[config.mk]
export PLATFORM = sky130hd
export DESIGN_NAME = led_seq_ctrl
export DESIGN_NICKNAME = d
export VERILOG_FILES = /design/src/rtl/led_seq_ctrl.sv
export SDC_FILE = /design/constraint.sdc
export NUM_CORES = 1
export LEC_CHECK = 0
export ABC_CLOCK_PERIOD_IN_PS = 1800
export CAP_MARGIN = 20
export CORE_UTILIZATION = 25
export DETAILED_ROUTE_END_ITERATION = 10
export PLACE_DENSITY = 0.53
export SETUP_SLACK_MARGIN = 0.05
export SKIP_LAST_GASP = 1
export SYNTH_ARGS = -nofsm -noshare
export SYNTH_HDL_FRONTEND = slang
export SYNTH_SLANG_ARGS = --single-unit
[constraint.sdc]
create_clock -name clk -period 1.8 [get_ports clk]
set_input_delay 0.36 -clock clk [delete_from_list [all_inputs] [get_ports clk]]
set_output_delay 0.36 -clock clk [all_outputs]
set_load 0.005 [all_outputs]
[src/rtl/led_seq_ctrl.sv]
// -----------------------------------------------------------------------------
// led_seq_ctrl
// Sequencer for an LED group mapper. It steps a 3-bit position once every
// TICK_DIV clock cycles while running and holds a 4-bit pattern nibble beside
// it. A three-state FSM (IDLE / RUN / HOLD) decides when the position moves,
// freezes or clears. Every output comes straight from a flop.
//
// Parameters
//   TICK_DIV  clock cycles per position step (1..65535)
//
// Ports
//   clk      in   system clock; all state changes on its rising edge
//   rst      in   asynchronous active-high reset
//   start    in   run request (IDLE->RUN, HOLD->RUN); ignored while stop is high
//   stop     in   hold request in RUN, clear request in HOLD
//   dir      in   step direction: 0 = increment, 1 = decrement
//   load     in   capture patt_in into the pattern register
//   patt_in  in   new pattern nibble
//   pos      out  position select (registered)
//   patt     out  pattern nibble (registered)
//   busy     out  high exactly while the FSM is in RUN (registered)
//   wrap     out  one-cycle pulse following a 7->0 or 0->7 step (registered)
// -----------------------------------------------------------------------------
module led_seq_ctrl #(
    parameter int TICK_DIV = 4
) (
    input  logic       clk,
    input  logic       rst,
    input  logic       start,
    input  logic       stop,
    input  logic       dir,
    input  logic       load,
    input  logic [3:0] patt_in,
    output logic [2:0] pos,
    output logic [3:0] patt,
    output logic       busy,
    output logic       wrap
);

    // The counter is at least one bit wide, so TICK_DIV=1 leaves it stuck at 0
    // and every RUN cycle becomes a step cycle.
    localparam int            CW     = (TICK_DIV > 1) ? $clog2(TICK_DIV) : 1;
    localparam logic [CW-1:0] C_LAST = CW'(TICK_DIV - 1);

    typedef enum logic [1:0] {
        ST_IDLE = 2'd0,
        ST_RUN  = 2'd1,
        ST_HOLD = 2'd2
    } state_t;

    state_t        r_state;
    state_t        w_state_nxt;
    logic [CW-1:0] r_cnt;
    logic [CW-1:0] w_cnt_nxt;
    logic [2:0]    r_pos;
    logic [2:0]    w_pos_nxt;
    logic [3:0]    r_patt;
    logic          r_busy;
    logic          w_busy_nxt;
    logic          r_wrap;
    logic          w_wrap_nxt;
    logic          w_step;

    // A step happens on the last count of an interval while running.
    assign w_step = (r_state == ST_RUN) && (r_cnt == C_LAST);

    // State register.
    always_ff @(posedge clk or posedge rst) begin
        if (rst) begin
            r_state <= ST_IDLE;
        end else begin
            r_state <= w_state_nxt;
        end
    end

    // Next-state logic; stop outranks start in every state.
    always_comb begin
        w_state_nxt = r_state;
        case (r_state)
            ST_IDLE: begin
                if (start && !stop) begin
                    w_state_nxt = ST_RUN;
                end else begin
                    w_state_nxt = ST_IDLE;
                end
            end
            ST_RUN: begin
                if (stop) begin
                    w_state_nxt = ST_HOLD;
                end else begin
                    w_state_nxt = ST_RUN;
                end
            end
            ST_HOLD: begin
                if (stop) begin
                    w_state_nxt = ST_IDLE;
                end else if (start) begin
                    w_state_nxt = ST_RUN;
                end else begin
                    w_state_nxt = ST_HOLD;
                end
            end
            default: begin
                // Unused encoding: fall back to the safe idle state.
                w_state_nxt = ST_IDLE;
            end
        endcase
    end

    // Output logic: next values of the counter, position, wrap pulse and busy.
    always_comb begin
        w_cnt_nxt  = r_cnt;
        w_pos_nxt  = r_pos;
        w_wrap_nxt = 1'b0;
        w_busy_nxt = (w_state_nxt == ST_RUN);
        case (r_state)
            ST_IDLE: begin
                w_cnt_nxt = {CW{1'b0}};
                w_pos_nxt = 3'd0;
            end
            ST_RUN: begin
                if (w_step) begin
                    // The step still lands when stop arrives on the step cycle.
                    w_cnt_nxt = {CW{1'b0}};
                    if (dir) begin
                        w_pos_nxt  = r_pos - 3'd1;
                        w_wrap_nxt = (r_pos == 3'd0);
                    end else begin
                        w_pos_nxt  = r_pos + 3'd1;
                        w_wrap_nxt = (r_pos == 3'd7);
                    end
                end else if (stop) begin
                    // Freeze mid-interval so a resume finishes the same interval.
                    w_cnt_nxt = r_cnt;
                end else begin
                    w_cnt_nxt = r_cnt + CW'(1'b1);
                end
            end
            ST_HOLD: begin
                if (stop) begin
                    w_cnt_nxt = {CW{1'b0}};
                    w_pos_nxt = 3'd0;
                end else begin
                    w_cnt_nxt = r_cnt;
                    w_pos_nxt = r_pos;
                end
            end
            default: begin
                w_cnt_nxt = {CW{1'b0}};
                w_pos_nxt = 3'd0;
            end
        endcase
    end

    // Datapath registers: tick counter, position, busy flag and wrap pulse.
    always_ff @(posedge clk or posedge rst) begin
        if (rst) begin
            r_cnt  <= {CW{1'b0}};
            r_pos  <= 3'd0;
            r_busy <= 1'b0;
            r_wrap <= 1'b0;
        end else begin
            r_cnt  <= w_cnt_nxt;
            r_pos  <= w_pos_nxt;
            r_busy <= w_busy_nxt;
            r_wrap <= w_wrap_nxt;
        end
    end

    // Pattern register: changed only by load, never by FSM activity.
    always_ff @(posedge clk or posedge rst) begin
        if (rst) begin
            r_patt <= 4'h0;
        end else if (load) begin
            r_patt <= patt_in;
        end else begin
            r_patt <= r_patt;
        end
    end

    assign pos  = r_pos;
    assign patt = r_patt;
    assign busy = r_busy;
    assign wrap = r_wrap;

endmodule

==> impl_results.md <==
- Arrival @ worst endpoint: 1.27 ns
- Clock transition at path regs: 0.08 ns
- Min cycle time layout: 1.63 ns
- First-pass GRT wire length: 2000 µm
- Fin util: 38.3%
- Peak supply drop: 555 µV
- Post-synth cell types: 22
- Register area: 325 µm²
- Crit path capture type: output pin
- WP data required: 1.44 ns
- Detail Route Antenna Nets: 0
- Setup TNS: 0 ns
- RR Startpoint: pos[0]$_DFFE_PP0P_
- CTS buffer count: 3
- Final hold slack: 0.412 ns
- Area of the multi-input gates: 295 µm²
- Vias in the first global route: 440
- Final setup viols: 0
- Post-Place Worst Slack: -0.110 ns
- Crit-path slowest cell: clkdlybuf4s50_1
- Core box area: 2320 µm²
- Sequential area share after synthesis: 50.9%
- Synth warn: 0
- Max incr delay on CP: 0.54 ns
- Fin crit share: 90.6%
- Clk_skew: 0.000674 ns
- Top cell family by delay on the critical path: buffers and inverters
- Pwr Total: 0.626 mW
- Final HPWL DP: 922 µm
- Filler cells: 237
- Endpoint of the worst setup timing path: pos[2]
- Die Footprint: 2760 µm²
- Root Buffer: clkbuf_4
- Via count: 496
- GPL Wtd Cong: 0.707
- Unrepaired setup endpoints after global routing: false
- Reg2Reg Depth: 4
- CP startpoint kind: flip-flop
- Avg Inst Size Synth: 11.8 µm²
- WP buf/inv: 1
- Design area: 888 µm²
- Final hold violations: 0
- Routed WL: 1280 µm
- Register bit total from synthesis: 13
- Worst R2R End: pos[2]$_DFFE_PP0P_
- Area grow syn2layout: 38.9%
- Max-slew headroom: 65.4%
- CTS resizes: 0
- Hold-fix buffers at CTS: 0
- Worst path cell trace: clkdlybuf4s50_1
- Die Span Y: 52.6 µm
- Row count: 17
- Hold WC Path Type: in -> async
- Placed cell count: 101
- Detailed Routing Iterations Pass 1: 2
- H-tree Lvls: 1
- Post-route DRC: 0
- Layout cell share with drive strength beyond 1: 16.9%
- Fin. max-slew vios: 0
- Worst setup path startpoint: pos[2]$_DFFE_PP0P_
- Lkg Pwr: 0.367 nW
- I/O pin cnt: 19
- Reg2reg setup slack: 0.29 ns
- Status: completed
- PwrDens: 704 nW/µm²
- Final std cells w/o fill: 105
- Clk buf depth: 2
- Detailed-route vias per instance: 4.72
- Post-DR wirelength/cell: 12.2 µm
- Worst slew pin tran: 0.518 ns
- Starting DRT DRC Count: 6
- Largest net degree at the start of global routing: 14
- Layout Nets: 90
- Post-synthesis net count: 66
- Syn Inst Count: 54
- Setup Fix Bufs, Post-CTS: 0
- Initial antenna violation count: 0
- Max-cap violation count: 0
- CP max FO: 7
- Maximum clock frequency: 613 MHz
- Placed cell area: 862 µm²
- CTS tree: done
- Setup WS post-layout: 0.169 ns
- Post-Syn Area: 639 µm²
- Die Wd: 52.6 µm
- Tot GR Track Use: 10.4%
- Number of buffers added on ports: 18
- Worst-Skew Late Latency: 0.27 ns
- Initial core utilization: 27.6%
- Clock sinks: 13
- GR Overflow Total: 0
- CP Depth: 1
- Critical path type: reg -> out
- ANT cells: 0
==> worst min path at each step <==
stage	startpoint	cells after the start	to	slack [ns]
after floorplan	rst	1	busy$_DFF_PP0_	0.24
after global placement	patt[3]$_DFFE_PP0P_	1	patt[3]$_DFFE_PP0P_	0.49
after detailed placement	patt[1]$_DFFE_PP0P_	1	patt[1]$_DFFE_PP0P_	0.50
after CTS	rst	2	patt[2]$_DFFE_PP0P_	0.42
after global routing	rst	2	r_cnt[1]$_DFFE_PP0P_	0.46
final	rst	2	patt[2]$_DFFE_PP0P_	0.41
==> cell usage after synthesis <==
library cell / number / area [µm²]
dfrtp_1: 13 / 325
a21oi_1: 6 / 30.0
inv_1: 5 / 18.8
mux2_2: 4 / 45.0
nand2_1: 4 / 15.0
mux2i_1: 3 / 30.0
o21ai_1: 3 / 15.0
nor2b_1: 2 / 12.5
a211oi_2: 1 / 12.5
and3b_2: 1 / 10.0
and4bb_1: 1 / 12.5
fa_1: 1 / 20.0
ha_1: 1 / 12.5
nand2b_1: 1 / 6.26
nand2b_2: 1 / 8.76
nand4b_1: 1 / 8.76
nor3b_2: 1 / 12.5
o21ai_0: 1 / 5.00
o311ai_1: 1 / 8.76
or4_1: 1 / 7.51
or4b_4: 1 / 13.8
xnor2_1: 1 / 8.76
==> area by class of cell <==
type	count	share of cell area, %
Clock buffer	4	2.96
Tap cell	28	3.94
Sequential cell	13	36.6
Multi-Input combinational cell	36	33.2
Timing Repair Buffer	19	21.1
Inverter	5	2.11
==> kinds of logic after synthesis <==
group | Yosys count | synth area share, %
flip-flops | 13 | 50.9
AO/OA/AOI/OAI | 12 | 11.2
adder cells (fa/ha/maj) | 2 | 5.09
multiplexers | 7 | 11.7
XOR/XNOR | 1 | 1.37
buffers and inverters | 5 | 2.94
AND/OR/NAND/NOR | 14 | 16.8
==> sequential cells by signal, summed over array words and instances (netlist names) <==
register	count
r_state	2
r_cnt	2
patt	4
busy	1
pos	3
wrap	1
==> routing by layer <==
metal  up-vias  wire (µm)  track usage, %
met3         2         90            5.80
met5         -          0               0
met4         0         14            3.95
met2        13        582            15.0
li1        239          -               -
met1       242        589            12.8
==> report_power, final <==
part	total, mW	switching [mW]	internal, mW
combinational	0.117	0.0437	0.0730
sequential	0.328	0.0168	0.312
clock	0.180	0.0945	0.0860
==> cell usage in the layout, fill, tap and decap left out, drive strengths merged <==
cell type,n
o21ai,4
nor3b,1
dfrtp,13
clkbuf,4
a21oi,6
clkdlybuf4s50,18
or4b,1
nor2b,2
buf,1
nand2,4
fa,1
nand4b,1
inv,5
mux2,4
nand2b,2
and4bb,1
a211oi,1
mux2i,3
ha,1
or4,1
o311ai,1
xnor2,1
and3b,1
Power figures use the tool's default switching activity.
